### src/rtl/kuz_pkg.sv
// Shared GF(2^8) arithmetic and constants for the Kuznyechik linear layer.
// The multiply is written generically so constant operands fold into XOR networks.
package kuz_pkg;

    localparam logic [8:0] GF_POLY = 9'h1C3;

    // Entry i is the coefficient applied to byte a_i (a15 is the top byte).
    localparam logic [15:0][7:0] L_COEF = {
        8'd148, 8'd32, 8'd133, 8'd16, 8'd194, 8'd192, 8'd1, 8'd251,
        8'd1,   8'd192, 8'd194, 8'd16, 8'd133, 8'd32, 8'd148, 8'd1
    };

    typedef enum logic {
        MODE_FWD = 1'b0,
        MODE_INV = 1'b1
    } kuz_mode_e;

    typedef enum logic [1:0] {
        ST_IDLE = 2'd0,
        ST_RUN  = 2'd1,
        ST_DONE = 2'd2
    } kuz_state_e;

    function automatic logic [7:0] gf_mul(input logic [7:0] a, input logic [7:0] b);
        logic [7:0] acc;
        logic [7:0] x;
        acc = '0;
        x   = a;
        for (int i = 0; i < 8; i++) begin
            if (b[i]) begin
                acc = acc ^ x;
            end
            x = x[7] ? ({x[6:0], 1'b0} ^ GF_POLY[7:0]) : {x[6:0], 1'b0};
        end
        return acc;
    endfunction

    function automatic logic [7:0] l_form(input logic [127:0] a);
        logic [7:0] acc;
        acc = '0;
        for (int i = 0; i < 16; i++) begin
            acc = acc ^ gf_mul(a[8*i +: 8], L_COEF[i]);
        end
        return acc;
    endfunction

endpackage

### src/rtl/kuz_r_step.sv
// One combinational R (forward) or R^-1 (inverse) step on a 128-bit block.
module kuz_r_step
    import kuz_pkg::*;
(
    input  kuz_mode_e    mode_i,
    input  logic [127:0] data_i,
    output logic [127:0] data_o
);

    logic [127:0] rot;
    logic [7:0]   l_fwd;
    logic [7:0]   l_inv;

    // Inverse feeds the form with (a14..a0, a15), i.e. the block rotated left by a byte.
    assign rot   = {data_i[119:0], data_i[127:120]};
    assign l_fwd = l_form(data_i);
    assign l_inv = l_form(rot);

    always_comb begin
        if (mode_i == MODE_INV) begin
            data_o = {data_i[119:0], l_inv};
        end else begin
            data_o = {l_fwd, data_i[127:8]};
        end
    end

endmodule

### src/rtl/l_transform_engine.sv
// Iterative L / L^-1 engine: 16 R-steps per block, ROUNDS_PER_CYCLE of them per clock,
// with a valid/ready handshake on both sides and back-to-back block acceptance.
module l_transform_engine
    import kuz_pkg::*;
#(
    parameter int ROUNDS_PER_CYCLE = 1
) (
    input  logic         clk,
    input  logic         rst,
    input  logic         in_valid,
    output logic         in_ready,
    input  logic         in_mode,
    input  logic [127:0] in_data,
    output logic         out_valid,
    input  logic         out_ready,
    output logic [127:0] out_data,
    output logic         busy
);

    localparam int N_ITER = 16 / ROUNDS_PER_CYCLE;
    localparam int CNT_W  = (N_ITER > 1) ? $clog2(N_ITER) : 1;
    localparam logic [CNT_W-1:0] CNT_LAST = CNT_W'(N_ITER - 1);

    kuz_state_e       state_q, state_d;
    logic [127:0]     data_q, data_d;
    kuz_mode_e        mode_q, mode_d;
    logic [CNT_W-1:0] cnt_q, cnt_d;

    logic [127:0] chain [ROUNDS_PER_CYCLE+1];

    assign chain[0] = data_q;

    generate
        for (genvar gi = 0; gi < ROUNDS_PER_CYCLE; gi++) begin : g_step
            kuz_r_step u_step (
                .mode_i (mode_q),
                .data_i (chain[gi]),
                .data_o (chain[gi+1])
            );
        end
    endgenerate

    always_comb begin
        state_d   = state_q;
        data_d    = data_q;
        mode_d    = mode_q;
        cnt_d     = cnt_q;
        in_ready  = 1'b0;
        out_valid = 1'b0;
        busy      = 1'b0;

        case (state_q)
            ST_IDLE: begin
                in_ready = 1'b1;
            end
            ST_RUN: begin
                busy   = 1'b1;
                data_d = chain[ROUNDS_PER_CYCLE];
                cnt_d  = cnt_q + CNT_W'(1);
                if (cnt_q == CNT_LAST) begin
                    state_d = ST_DONE;
                end
            end
            ST_DONE: begin
                busy      = 1'b1;
                out_valid = 1'b1;
                in_ready  = out_ready;
                if (out_ready) begin
                    state_d = ST_IDLE;
                end
            end
            default: begin
                state_d = ST_IDLE;
            end
        endcase

        // A new block overrides the DONE->IDLE move, giving back-to-back operation.
        if (in_valid && in_ready) begin
            data_d  = in_data;
            mode_d  = kuz_mode_e'(in_mode);
            cnt_d   = '0;
            state_d = ST_RUN;
        end
    end

    always_ff @(posedge clk or posedge rst) begin
        if (rst) begin
            state_q <= ST_IDLE;
            data_q  <= '0;
            mode_q  <= MODE_FWD;
            cnt_q   <= '0;
        end else begin
            state_q <= state_d;
            data_q  <= data_d;
            mode_q  <= mode_d;
            cnt_q   <= cnt_d;
        end
    end

    assign out_data = data_q;

endmodule

### config.mk
export PLATFORM = sky130hd
export DESIGN_NAME = l_transform_engine
export DESIGN_NICKNAME = d
export VERILOG_FILES = /design/src/rtl/kuz_pkg.sv /design/src/rtl/kuz_r_step.sv /design/src/rtl/l_transform_engine.sv
export SDC_FILE = /design/constraint.sdc
export NUM_CORES = 1
export LEC_CHECK = 0
export ABC_CLOCK_PERIOD_IN_PS = 12800
export CAP_MARGIN = 10
export CELL_PAD_IN_SITES_DETAIL_PLACEMENT = 0
export CELL_PAD_IN_SITES_GLOBAL_PLACEMENT = 2
export CORE_MARGIN = 2
export CORE_UTILIZATION = 34
export DETAILED_ROUTE_END_ITERATION = 6
export GPL_TIMING_DRIVEN = 1
export PLACE_DENSITY_LB_ADDON = 0.1
export RECOVER_POWER = 100
export SLEW_MARGIN = 40
export SYNTH_ARGS = -nofsm -noshare
export SYNTH_HDL_FRONTEND = slang
export SYNTH_SLANG_ARGS = --single-unit
export TNS_END_PERCENT = 10
### constraint.sdc
create_clock -name clk -period 12.8 [get_ports clk]
set_input_delay 2.56 -clock clk [delete_from_list [all_inputs] [get_ports clk]]
set_output_delay 2.56 -clock clk [all_outputs]
set_load 0.02 [all_outputs]
Word level (Yosys, flattened, before mapping)
Index checks and enable logic that the tools add are counted.
- flip-flop bits (word level): 135
- output and inout port bits: 131
- logic and storage cells: 322
- add/subtract/negate cells: 1
- equality and inequality tests: 6
- mux-type cells: 124
- bitwise gates (word level): 182
- reduce and logical (&&, ||, !) cells: 5
- operator list (kind ; count):
    two-way mux 8 bit ; 112
    bitwise XOR 8 bit ; 70
    inverter 4 bit ; 112
    two-way mux 128 bit ; 3
    two-way mux 4 bit ; 2
    two-way mux 2 bit ; 3
    != test 3 bit, second input constant ; 2
    case mux 2 bit (3 select lines) ; 1
    adder 4 x 1 -> 4 bit, second input constant ; 1
    == test 4 bit, second input constant ; 1
    AND reduction 3 bit ; 1
    == test 2 x 1 -> 1 bit, second input constant ; 1
    == test 2 bit, second input constant ; 1
    zero test 2 bit ; 1
    two-way mux 1 bit ; 2
    != test 2 bit, second input constant ; 1
    case mux 1 bit (2 select lines) ; 1
    nonzero test 2 bit ; 1
    OR reduction 2 bit ; 1
    logical AND 1 bit ; 1

Depth between registers and ports, before layout
Gate-level depths: netlist of the first run.
- word-level depth: 33
- mapped depth: 10
- mapped depth without buffers: 7

Hierarchy
From an unflattened synthesis of the first run, not the netlist that was laid out.
- cells, all modules: 1349
- area, all modules: 13802.0 um2
- modules (own cells, without submodules) (module ; instances ; cells each ; area an instance (um2) ; seq. area each (um2)):
    l_transform_engine ; 1 ; 735 ; 7657.3 ; 3378.2
    kuz_r_step ; 1 ; 614 ; 6144.6 ; 0.0

Worst setup path before layout of the first run
Ideal clock, no wire load.
- kind: input -> output
- from: input out_ready
- to: output in_ready
- arrival: 2.796 ns
- required time: 10.240 ns
- path slack: 7.444 ns
- cell stages on the path: 1
- path buffers: 0
- path through: a21o_1
- longest elaborated chain between the ends: 1
- ends and longest elaborated chain (what ; RTL line ; source):
    start, declared ; l_transform_engine.sv:15 ; input logic out_ready,
    case mux 1 bit (2 select lines) ; l_transform_engine.sv:52 ; case (state_q)
    end, declared ; l_transform_engine.sv:11 ; output logic in_ready,
Every way passes these cells.

Worst setup path after layout of the first run
- from: input out_ready
- to: register data_q[82], in the netlist out_data[82]
- longest elaborated chain between the ends: 3
- elaborated cells between the ends (all ways): 4
- classes of those cells: mux (2); reduce/logical (2)
- ends and longest elaborated chain (what ; RTL line ; source):
    case mux 1 bit (2 select lines) (*) ; l_transform_engine.sv:52 ;
    logical AND 1 bit (*) ; l_transform_engine.sv:78 ; if (in_valid && in_ready) begin
    two-way mux 128 bit or nonzero test 2 bit (tied branches) ; - ;
    end signal, assigned ; l_transform_engine.sv:94 ; data_q <= data_d;
    end, declared ; l_transform_engine.sv:25 ; logic [127:0] data_q, data_d;
Mark *: on every way between the ends. The rest lies on a longest branch, timed or not.
A chain may end at the register's enable or synchronous reset.

==> flow_results.org, run 1 <==
** Timing
- Min Clock Period, post-route :: ~8.2 ns
- Setup repair after global routing left no endpoint under its margin.
- In the final timing run, aggregate negative setup slack is 0 ns.
- Max Clock Freq :: ~120 MHz
- Headroom to the max-slew limit came out at -1.356.
- Final setup violation count :: 0
- Layout Skew :: 0.008277 ns
- The final number of hold-violating endpoints is 0.
- At the pin with the least slew margin, the transition time is 3.515 ns.
- The count of final max-slew check failures is 225.
- Dividing the final minimum period by the clock period gives 0.6407.
- Hold timing on the final database bottoms out at a slack of 0.5353 ns.

** Drt
- After detailed routing, the number of vias per cell comes to 5.218.
- After detailed routing, the number of remaining DRC violations is 0.
- Final ANT Viol Nets :: 0
- For this block, the initial DRC count from the detailed router was 802.
- The detailed router placed 10.37k vias in this run.
- For this block, the routed nets add up to around 52 mm of wire.
- DR pass1 iterations :: 5
- In the final routed layout, each cell accounts on average for roughly 26 um.

** Hold path
- In this run the most critical hold path is launched from state_q[1].
- Class of the tightest hold or removal check :: reg -> reg
- Hold Path Sink :: state_q[1]
- Hold depth :: 2

** Worst setup path
- Along the worst path, the maximum fanout reaches between 70 and 80.
- Classification of the worst setup path :: in -> reg
- The worst register-to-register path begins at state_q[0].
- The setup check on the worst reg-to-reg path leaves a slack of 6.53 ns.
- Data required time of the critical path :: around 13 ns
- The worst setup path is captured at a flop.
- The worst register-to-register path ends at out_data[82].
- Kind of start point of the critical path :: input port
- Launching instance or port of the critical path :: out_ready
- Register-to-Register Path Depth :: 6
- For the worst setup path, the data arrival time is 8.38 ns.

** Yosys
- After synthesis, the mean cell area works out to ~9.2 sq um.
- YS warnings :: 0
- Summing every instance area after synthesis gives about 0.013 sq mm.
- Yosys attributes the largest share of cell area to sky130_fd_sc_hd__dfrtp_1 (27%), sky130_fd_sc_hd__xnor2_1 (18%), sky130_fd_sc_hd__xnor3_1 (14%).
- Largest area contributor in the synthesized netlist :: sky130_fd_sc_hd__dfrtp_1
- The share of synthesized area in the top cell type comes to 0.2696.
- Synthesis produced a netlist with a net count of around 1.5k.
- After synthesis the netlist holds a flip-flop and latch count of approximately 140.
- Synthesis handed over a netlist of about 1.4k instances.
- Of the synthesized area, sequential elements account for 0.2696.
- The number of different library cells used by synthesis comes to 37.

** Place
- Buffers placed on the I/O ports in this run total between 200 and 300.
- After detailed placement, the total cell area comes to 0.01527 sq mm.
- The HPWL after detailed placement is approximately 38 mm.
- Routability-driven placement finished with a final weighted congestion of around 0.94.

** Final layout
- Across the whole layout, storage elements account for 0.003382 sq mm.
- In the final design database the tool counted around 1.6k nets.
- Compared with the post-synthesis result, the final layout area differs by 27.12%.
- Multi-input gate area :: approximately 0.0085 sq mm
- Share of post-route cells with drive strength above 1 :: 0.03289
- Antenna diode count :: 0
- Final Instance Area :: 0.01593 sq mm
- The layout has 3652 filler cells.

** Floorplan
- Total number of placement rows :: 70
- For this design the top-level I/O count stands at ~260.
- The core region is around 0.036 sq mm.
- Initial standard-cell utilization of the core :: 0.3440
- From left edge to right edge, the die measures 196.0 um.
- Overall die area :: a little under 0.04 sq mm
- Die boundary height :: 196.0 um

** GRT
- In the global route stage, overall resource usage came out at 0.2735.
- Number of global-route vias before repair :: 10.28k
- The initial antenna violation count came to 0.
- Global-route wire length before repair :: ~75 mm
- Entering global routing, the biggest net connects 132 pins.
- Grt ovf :: 0

** Clocking
- Clock network latency to the later pin of the worst-skew pair :: between 0.4 and 0.5 ns
- The longest clock path from root to sink contains 2 buffers.
- TritonCTS built the clock tree.
- Post CTS Setup Buffer Count :: 0
- Clock buffers created by TritonCTS :: 17
- Gates resized during post-CTS repair numbered 0.
- H-tree levels :: 4
- Root Driver :: sky130_fd_sc_hd__clkbuf_16
- The clock drives between 100 and 150 sinks.
- CTS hold repair buffers :: 0
- After clock tree synthesis, the clock-pin slew on the worst setup and hold paths is roughly 0.060 ns.

** Run status
- Violations in the final reports :: max-capacitance violations, max-slew violations
- The flow ran to the end, but the final reports show violations.

** Run
- Number of max-cap violations :: 3
-- cell usage after synthesis (all sizes together) --
| cell | number |
|---|---|
| xnor2 | 259 |
| dfrtp | 135 |
| nor2 | 131 |
| a21oi | 128 |
| o21ai | 121 |
| nand2 | 120 |
| mux2i | 115 |
| clkbuf | 113 |
| xnor3 | 77 |
| xor2 | 75 |
| buf | 32 |
| xor3 | 8 |
| inv | 6 |
| and3 | 5 |
| a311oi | 4 |
| ha | 4 |
| nor2b | 4 |
| o22ai | 4 |
| a21o | 3 |
| nand3 | 3 |
| o221ai | 3 |
| a221oi | 2 |
| nand2b | 2 |
| o211ai | 2 |
| a211o | 1 |
| and2 | 1 |
| nand4 | 1 |
| o22a | 1 |
| or3 | 1 |
-- flip-flops by register name, indices dropped and copies added (netlist names) --
signal	count
cnt_q	4
mode_q	1
out_data	128
state_q	2
-- area by class of cell --
class,count,area share
sequential,135,0.2123
clock buffer,17,0.02670
timing repair buffer,272,0.1704
clock inverter,15,0.01571
multi-input combinational,1075,0.5361
inverter,6,0.001964
tap,468,0.03676
-- critical path, cell delays in order --
cell	delay, ns
sky130_fd_sc_hd__dlygate4sd3_1	0.54
sky130_fd_sc_hd__a21o_1	0.14
sky130_fd_sc_hd__and2_0	2.33
sky130_fd_sc_hd__clkbuf_1	2.31
sky130_fd_sc_hd__o21ai_0	0.42
-- worst max-delay path by stage --
stage,to,slack (ns),cells after the start
after floorplan,cnt_q[0],6.63,1
after global placement,in_ready,6.43,3
after detailed placement,in_ready,6.45,3
after CTS,in_ready,6.44,3
after global routing,out_data[79],3.83,5
final,out_data[82],4.60,5
-- per-stage QoR --
step	worst slack [ns]	utilization	std cells
floorplan	6.629	-	1361
global placement	6.433	0.4185	1956
detailed placement	6.448	0.4190	1956
CTS	6.440	0.4376	1988
global route	3.828	0.4372	1988
finish	4.599	0.4372	1988
-- layout by cell type (no fill, tap or decap), types with 4 or more instances in the layout --
cell type	n
sky130_fd_sc_hd__a21oi_1	128
sky130_fd_sc_hd__a311oi_1	4
sky130_fd_sc_hd__and3_1	5
sky130_fd_sc_hd__buf_6	5
sky130_fd_sc_hd__bufinv_16	6
sky130_fd_sc_hd__clkbuf_16	17
sky130_fd_sc_hd__clkdlybuf4s50_1	130
sky130_fd_sc_hd__clkinvlp_4	4
sky130_fd_sc_hd__dfrtp_1	134
sky130_fd_sc_hd__dlygate4sd3_1	133
sky130_fd_sc_hd__ha_1	4
sky130_fd_sc_hd__inv_1	4
sky130_fd_sc_hd__mux2i_1	115
sky130_fd_sc_hd__nand2_1	120
sky130_fd_sc_hd__nor2_1	131
sky130_fd_sc_hd__nor2b_1	4
sky130_fd_sc_hd__o21ai_0	121
sky130_fd_sc_hd__o22ai_1	4
sky130_fd_sc_hd__xnor2_1	256
sky130_fd_sc_hd__xnor3_1	76
sky130_fd_sc_hd__xor2_1	73
sky130_fd_sc_hd__xor3_1	7
-- kinds of logic (layout without fill, tap and decap cells) --
family	after synthesis	after routing	share of synthesized area
buffers and inverters	151	310	0.04842
AO/OA/AOI/OAI	269	269	0.1126
XOR/XNOR	419	419	0.3902
flip-flops	135	135	0.2696
AND/OR/NAND/NOR	268	268	0.08337
adder cells (fa/ha/maj)	4	4	0.003994
multiplexers	115	115	0.09185
-- metal layers --
layer,global-route usage,share of wire,up-vias,routed length [um]
met5,0,0,-,0
met4,0.08025,0.021,0,1106
met3,0.04091,0.046,41,2416
met2,0.4427,0.47,311,24710
met1,0.3792,0.46,5234,24140
li1,-,-,4788,-
Power of run 1 is not shown: default switching activity piles up to over one toggle a cycle in this logic, so the estimate is an artifact.
==> inputs of run 2 (changes only) <==
--- a/config.mk
+++ b/config.mk
@@ -5,12 +5,12 @@
 export SDC_FILE = /design/constraint.sdc
 export NUM_CORES = 1
 export LEC_CHECK = 0
-export ABC_CLOCK_PERIOD_IN_PS = 12800
+export ABC_CLOCK_PERIOD_IN_PS = 8400
 export CAP_MARGIN = 10
 export CELL_PAD_IN_SITES_DETAIL_PLACEMENT = 0
 export CELL_PAD_IN_SITES_GLOBAL_PLACEMENT = 2
 export CORE_MARGIN = 2
-export CORE_UTILIZATION = 34
+export CORE_UTILIZATION = 32
 export DETAILED_ROUTE_END_ITERATION = 6
 export GPL_TIMING_DRIVEN = 1
 export PLACE_DENSITY_LB_ADDON = 0.1
==> constraint.sdc (replaced) <==
create_clock -name clk -period 8.4 [get_ports clk]
set_input_delay 1.68 -clock clk [delete_from_list [all_inputs] [get_ports clk]]
set_output_delay 1.68 -clock clk [all_outputs]
set_load 0.02 [all_outputs]
==> run 2 against run 1 <==
Compared with the run above:
- the flow still finishes with violations (max-capacitance violations, max-slew violations)
- cell count is 2.6% higher
- clock skew is 0.0010 ns higher
- non-clock buffer count is 3 higher
- first-iteration DRC count is 26% lower
- via count is 0.80% lower
- sequential share of layout area hardly changed
- routed wire length is 2.5% higher
- clock-buffer cell count is 7 higher
- highest routed layer unchanged
==> flow_results.org, run 2 (same netlist as run 1, synthesis figures left out) <==
** Clocking
- Clock Tree Buf Depth :: 2
- Post CTS Setup Buffer Count :: 0
- CTS tree :: yes
- Num Clock Sinks :: 135
- Resized cells post-CTS :: 0
- Clock slew at the register clock pins of the worst setup and hold paths :: ~0.060 ns
- Buffers inserted during clock tree synthesis total 17.
- CTS built an H-tree with a depth of 4.
- The clock reaches the later pin of the worst-skew pair after 0.45 ns.
- Clock tree synthesis selected as its root buffer the cell sky130_fd_sc_hd__clkbuf_16.
- CTS hold repair buffers :: 0

** GRT
- Global-route wire length before repair :: 77.30 mm
- Number of global-route vias before repair :: 10.58k
- The total overflow left after global routing is 0.
- The initial antenna violation count was 0.
- Total track usage :: 0.2643
- Entering global routing, the biggest net connects 135 pins.

** Place
- Routability-driven placement finished with a final weighted congestion of 0.9121.
- Placement Setup Slack :: 3.798 ns
- Detailed placement finished with a half-perimeter wire length of approximately 40 mm.
- During placement, the flow inserted port buffers numbering approximately 260.

** Drt
- The first detailed-routing pass took 5 iterations.
- Initial drt markers :: just under 600
- DRC Markers :: 0
- Summing over every cut layer, the via total after detailed routing is a little over 10k.
- After detailed routing, the average wire length per cell comes to 26.32 um.
- Final ANT Viol Nets :: 0
- Vias per cell :: approximately 5.0
- After detailed routing, the total wire length is 53.69 mm.

** Hold path
- The tightest min-delay check is of the reg -> reg type.
- For hold timing, the worst endpoint is state_q[1].
- Hold Startpoint :: state_q[1]
- The worst hold path passes through 2 cells.

** Timing
- Final setup violation count :: 0
- RSZ-0062 raised after global routing :: no
- The worst path needs 5.047 ns of the cycle, external delays included.
- Normalized max-slew margin :: -1.407
- Layout Skew :: between 0.009 and 0.01 ns
- Count of final max-slew check failures :: 129
- Hold violation total from the final report :: 0
- Adding up every negative setup slack in the final design gives 0 ns.
- Worst Max-Slew Pin Slew :: about 3.6 ns
- In the finished design, the share of the clock period the worst path needs comes to 0.6009.
- Derived from the worst setup path, the maximum achievable clock frequency is between 150 and 200 MHz.
- Setup slack on the critical path of the routed design comes to approximately 3.4 ns.

** Run
- Number of max-cap violations :: 2

** Run status
- The run finished, with violations left.
- Violations in the final reports :: max-capacitance violations, max-slew violations

** Floorplan
- Die boundary height :: about 200 um
- Core ar. :: about 0.039 sq mm
- The die is 201.9 um wide.
- In this run the count of I/O pins placed on the die edge is between 200 and 300.
- Initial standard-cell utilization of the core :: 0.3243
- The die covers between 0.04 and 0.05 sq mm.
- After floorplanning, the core was divided into 72 placement rows.

** Final layout
- Most common cell after layout, fill and taps aside :: sky130_fd_sc_hd__xnor2_1
- Share of post-route cells with drive strength above 1 :: 0.03482
- Commonest cells after routing, fill and taps aside :: sky130_fd_sc_hd__xnor2_1 (256), sky130_fd_sc_hd__dfrtp_1 (134), sky130_fd_sc_hd__dlygate4sd3_1 (133), sky130_fd_sc_hd__nor2_1 (131), sky130_fd_sc_hd__clkdlybuf4s50_1 (130)
- From synthesis to final layout, the design area changed by 27.37%.
- The repair_antennas step left the layout with diodes totalling 0.
- Multi-input gate area :: roughly 0.0085 sq mm
- Counting the fill cells in the layout gives 3843.
- Number of flip-flops in the largest register :: ~130
- Sequential cell area :: approximately 0.0034 sq mm
- The net count of the finished layout is approximately 1.6k.

** Worst setup path
- Largest fanout on the critical path :: 69
- Reg2reg setup slack :: about 4.4 ns
- Data on the critical path arrives at its endpoint at about 5.3 ns.
- Measured in cells, the most critical reg-to-reg path has a length of 8.
- STA classifies the critical path endpoint as a flop.
- Worst r2r dst :: out_data[52]
- Classification of the worst setup path :: in -> reg
- Worst flop-to-flop path startpoint :: state_q[0]
- Kind of start point of the critical path :: input port
- Data on the critical path is required at its endpoint by around 8.7 ns.
run 2: cell types whose count changed in the layout (fill, tap and decap cells not counted):
cell and change:
sky130_fd_sc_hd__and2_0 -1, sky130_fd_sc_hd__and2_2 +1, sky130_fd_sc_hd__buf_12 +1, sky130_fd_sc_hd__buf_4 +3
sky130_fd_sc_hd__buf_6 -1, sky130_fd_sc_hd__bufinv_16 -4, sky130_fd_sc_hd__clkbuf_8 +7, sky130_fd_sc_hd__clkinv_2 +2
sky130_fd_sc_hd__clkinv_4 -2, sky130_fd_sc_hd__clkinvlp_4 -2, sky130_fd_sc_hd__inv_6 -2
run 2: worst max-delay path by stage:
stage / start / to / depth (start not counted)
final: out_ready / out_data[52] / 7
after CTS: out_ready / in_ready / 3
after global routing: out_ready / out_data[95] / 6
after global placement: out_ready / in_ready / 3
after detailed placement: out_ready / in_ready / 3
after floorplan: rst / cnt_q[0] / 1
run 2: final cells by class:
cell class	instances	share of cell area
inverters	6	0.001960
flip-flops and latches	135	0.2119
clock buffers	24	0.03269
repair buffers	275	0.1721
multi-input cells	1075	0.5352
clock inverters	7	0.005644
well taps	518	0.04061
run 2: metrics by stage:
step                      utilization  hold slack (ns)  cell area, sq um  instances
after detailed placement       0.3979           0.5205             15380       2009
after global placement         0.3964           0.5062             15320       2007
final                          0.4130           0.5266             15960       2040
after global routing           0.4130           0.5715             15960       2040
after floorplan                     -           0.4747             12530       1361
after CTS                      0.4137           0.5345             15990       2040
run 2: worst max-delay path: stages:
cell	delay, ns
sky130_fd_sc_hd__dlygate4sd3_1	0.55
sky130_fd_sc_hd__a21o_1	0.15
sky130_fd_sc_hd__and2_2	0.14
sky130_fd_sc_hd__clkbuf_1	1.70
sky130_fd_sc_hd__buf_12	0.31
sky130_fd_sc_hd__buf_4	0.55
sky130_fd_sc_hd__o21ai_0	0.22
run 2: layer usage:
metal	routed length, um	global-route usage
met4	901	0.06696
met5	0	0
met2	25820	0.4372
met3	2240	0.03950
met1	24730	0.3618
Power of run 2 is left out for the same reason.
==> inputs of run 3 (changes only) <==
--- a/config.mk
+++ b/config.mk
@@ -5,7 +5,7 @@
 export SDC_FILE = /design/constraint.sdc
 export NUM_CORES = 1
 export LEC_CHECK = 0
-export ABC_CLOCK_PERIOD_IN_PS = 8400
+export ABC_CLOCK_PERIOD_IN_PS = 5100
 export CAP_MARGIN = 10
 export CELL_PAD_IN_SITES_DETAIL_PLACEMENT = 0
 export CELL_PAD_IN_SITES_GLOBAL_PLACEMENT = 2
==> constraint.sdc (replaced) <==
create_clock -name clk -period 5.1 [get_ports clk]
set_input_delay 1.02 -clock clk [delete_from_list [all_inputs] [get_ports clk]]
set_output_delay 1.02 -clock clk [all_outputs]
set_load 0.02 [all_outputs]
==> run 3 against run 2 <==
Compared with the run above:
- the run still ends with max-capacitance violations, max-slew violations left
- clock-buffer cell count shrank 1
- cell area shrank 0.22%
- first-iteration DRC count grew 12%
- cell count grew 0.25%
- highest routed layer unchanged
==> flow_results.org, run 3 (same netlist as run 1, synthesis figures left out) <==
** Run status
- The run finished, with violations left.
- Violations in the final reports :: max-capacitance violations, max-slew violations

** Final layout
- Share of post-route cells with drive strength above 1 :: 0.03274
- Multi-input gate area :: 0.008549 sq mm
- Fin util :: 0.4121
- The net count of the finished layout is ~1.7k.
- Synth-to-layout area growth :: 27.09%
- Most common cell after layout, fill and taps aside :: sky130_fd_sc_hd__xnor2_1
- FILL cells :: around 3.9k
- The repair_antennas step left the layout with diodes totalling 0.
- Number of flip-flops in the largest register :: about 130
- Sequential cell area :: around 0.0034 sq mm
- The library cells used most frequently in the layout, excluding fill and tap cells, are sky130_fd_sc_hd__xnor2_1 (256), sky130_fd_sc_hd__dfrtp_1 (135), sky130_fd_sc_hd__dlygate4sd3_1 (133), sky130_fd_sc_hd__nor2_1 (131), sky130_fd_sc_hd__clkdlybuf4s50_1 (130).

** Worst setup path
- On the worst path, the slowest cell contributes a delay of roughly 1.5 ns.
- Arrival time reported for the critical path endpoint :: slightly below 4 ns
- The signal on the critical path passes through clkbuf_2, mux2i_1, nor2_1, a21oi_1, o21ai_0.
- STA puts the critical path data required time at 5.39 ns.
- Register-to-Register Path Depth :: 5
- Classification of the worst setup path :: reg -> reg
- Largest fanout on the critical path :: 55
- The worst setup path is launched from a flop.
- The startpoint identified for the worst register-to-register timing path is mode_q.
- Crit path capture type :: flop
- In this run the worst setup path begins at mode_q.
- Reg2reg setup slack :: between 1 and 1.5 ns
- Cell at the slowest stage of the critical path :: sky130_fd_sc_hd__clkbuf_2

** Hold path
- Class of the tightest hold or removal check :: reg -> reg
- Hold depth :: 2
- In this run the most critical hold path is launched from state_q[1].

** Floorplan
- The floorplan has slightly above 70 rows.
- Initial standard-cell utilization of the core :: 0.3243
- I/O pin cnt :: roughly 260
- Horiz. Die Dim :: around 200 um
- The die covers 0.04076 sq mm.
- The total area inside the core boundary comes to 0.03865 sq mm.
- From bottom edge to top edge, the die measures roughly 200 um.

** Drt
- Dividing the detail-routed wire length by the instance count gives 26.68 um.
- The first routing iteration left around 670 violations.
- Drt total wl :: roughly 55 mm
- The detail route stage leaves a number of antenna-violating nets equal to 0.
- DR pass1 iterations :: 4
- Summing over every cut layer, the via total after detailed routing is 10.34k.
- In the routed layout, each cell is associated on average with a via count of roughly 5.1.
- For this run, design rule violations remaining after detail routing come to 0.

** GRT
- Antenna violations before repair :: 1
- Most Crowded Layer GR :: met2
- Total track usage :: 0.2688
- For this run, global-route usage on met2 was measured as 0.4444.
- The first global-routing pass estimated 78.63 mm of wire.
- For met1 alone, demand over resource in global routing was 0.3776.
- Summed over all layers, the global routing overflow is 0.
- Met3 track demand over resource :: 0.03338
- Entering global routing, the biggest net connects about 100 pins.
- Number of global-route vias before repair :: between 10k and 15k

** Timing
- Summed over all failing endpoints, the final setup total negative slack is 0 ns.
- Final worst slack :: 1.454 ns
- Setup violations remaining at the end of the flow were counted as 0.
- Worst Max-Slew Pin Slew :: about 1.9 ns
- The count of final max-slew check failures is around 110.
- Clock skew on the completed layout was measured at approximately 0.012 ns.
- Hold violation total from the final report :: 0
- The tightest hold path in the finished design has a slack of approximately 0.53 ns.
- RSZ-0062 raised after global routing :: no
- Min Clock Period, post-route :: between 3 and 4 ns
- Max Clock Freq :: 274.3 MHz
- Normalized max-slew margin :: -0.2997
- Portion of the clock cycle consumed by the worst path in the final layout :: 0.7149

** Place
- Count of input and output buffers :: 263
- Half-perimeter wire length after placement :: ~41 mm
- Before CTS, the worst setup slack after placement is 1.823 ns.
- Last weighted congestion value of the routability-driven placer :: between 0.9 and 1

** Clocking
- TritonCTS built the clock tree.
- Clock buffers created by TritonCTS :: 17
- The number of setup buffers added after CTS is 0.
- H-tree levels :: 4
- Clock Tree Buf Depth :: 2
- Clock slew at the register clock pins of the worst setup and hold paths :: ~0.060 ns
- Clock network latency to the later pin of the worst-skew pair :: ~0.46 ns
- The tree is rooted in a sky130_fd_sc_hd__clkbuf_16.
- CTS hold repair buffers :: 0
- Resized cells post-CTS :: 0
- Num Clock Sinks :: 135

** Run
- Across the run, the number of max-cap violations was 3.
## run 3: cell count changes in the layout (fill, tap and decap cells not counted), sizes merged
cell      before  now
clkinvlp       3    2
inv            5    6
buf           11    8
clkbuf        25   31
clkinv         3    6
bufinv         2    1
## run 3: metal layers
layer,wire length [um],share of wire
met5,0,0
met4,542,0.0099
met3,1709,0.031
met2,26280,0.48
met1,26030,0.48
## run 3: path summary, 6_finish.rpt
| check | to |
|---|---|
| max | out_data[31] |
| min | state_q[1] |
| max reg2reg | out_data[31] |
| min reg2reg | state_q[1] |
| max in group asynchronous | out_data[78] |
| min in group asynchronous | out_data[109] |
## run 3: layout make-up
cell class | count | share of cell area
Clock inverter | 9 | 0.004714
Inverter | 6 | 0.002200
Sequential cell | 135 | 0.2121
Multi-Input combinational cell | 1075 | 0.5368
Timing Repair Buffer | 279 | 0.1735
Clock buffer | 23 | 0.03001
Tap cell | 518 | 0.04069
## run 3: worst max-delay path: cells and delay by family, from the launching register on
kind | cells | cell delay (ns)
DFF | 1 | 1.26
buffers and inverters | 1 | 1.54
muxes | 1 | 0.38
and+or+nand+nor | 1 | 0.07
AOI/OAI and AO/OA | 2 | 0.20
## run 3: stage by stage
stage,std cells,cell area [sq um]
final,2045,15930
after global routing,2045,15930
after global placement,2013,15400
after floorplan,1361,12530
after detailed placement,2013,15410
after CTS,2045,15960
Power of run 3 is left out for the same reason.
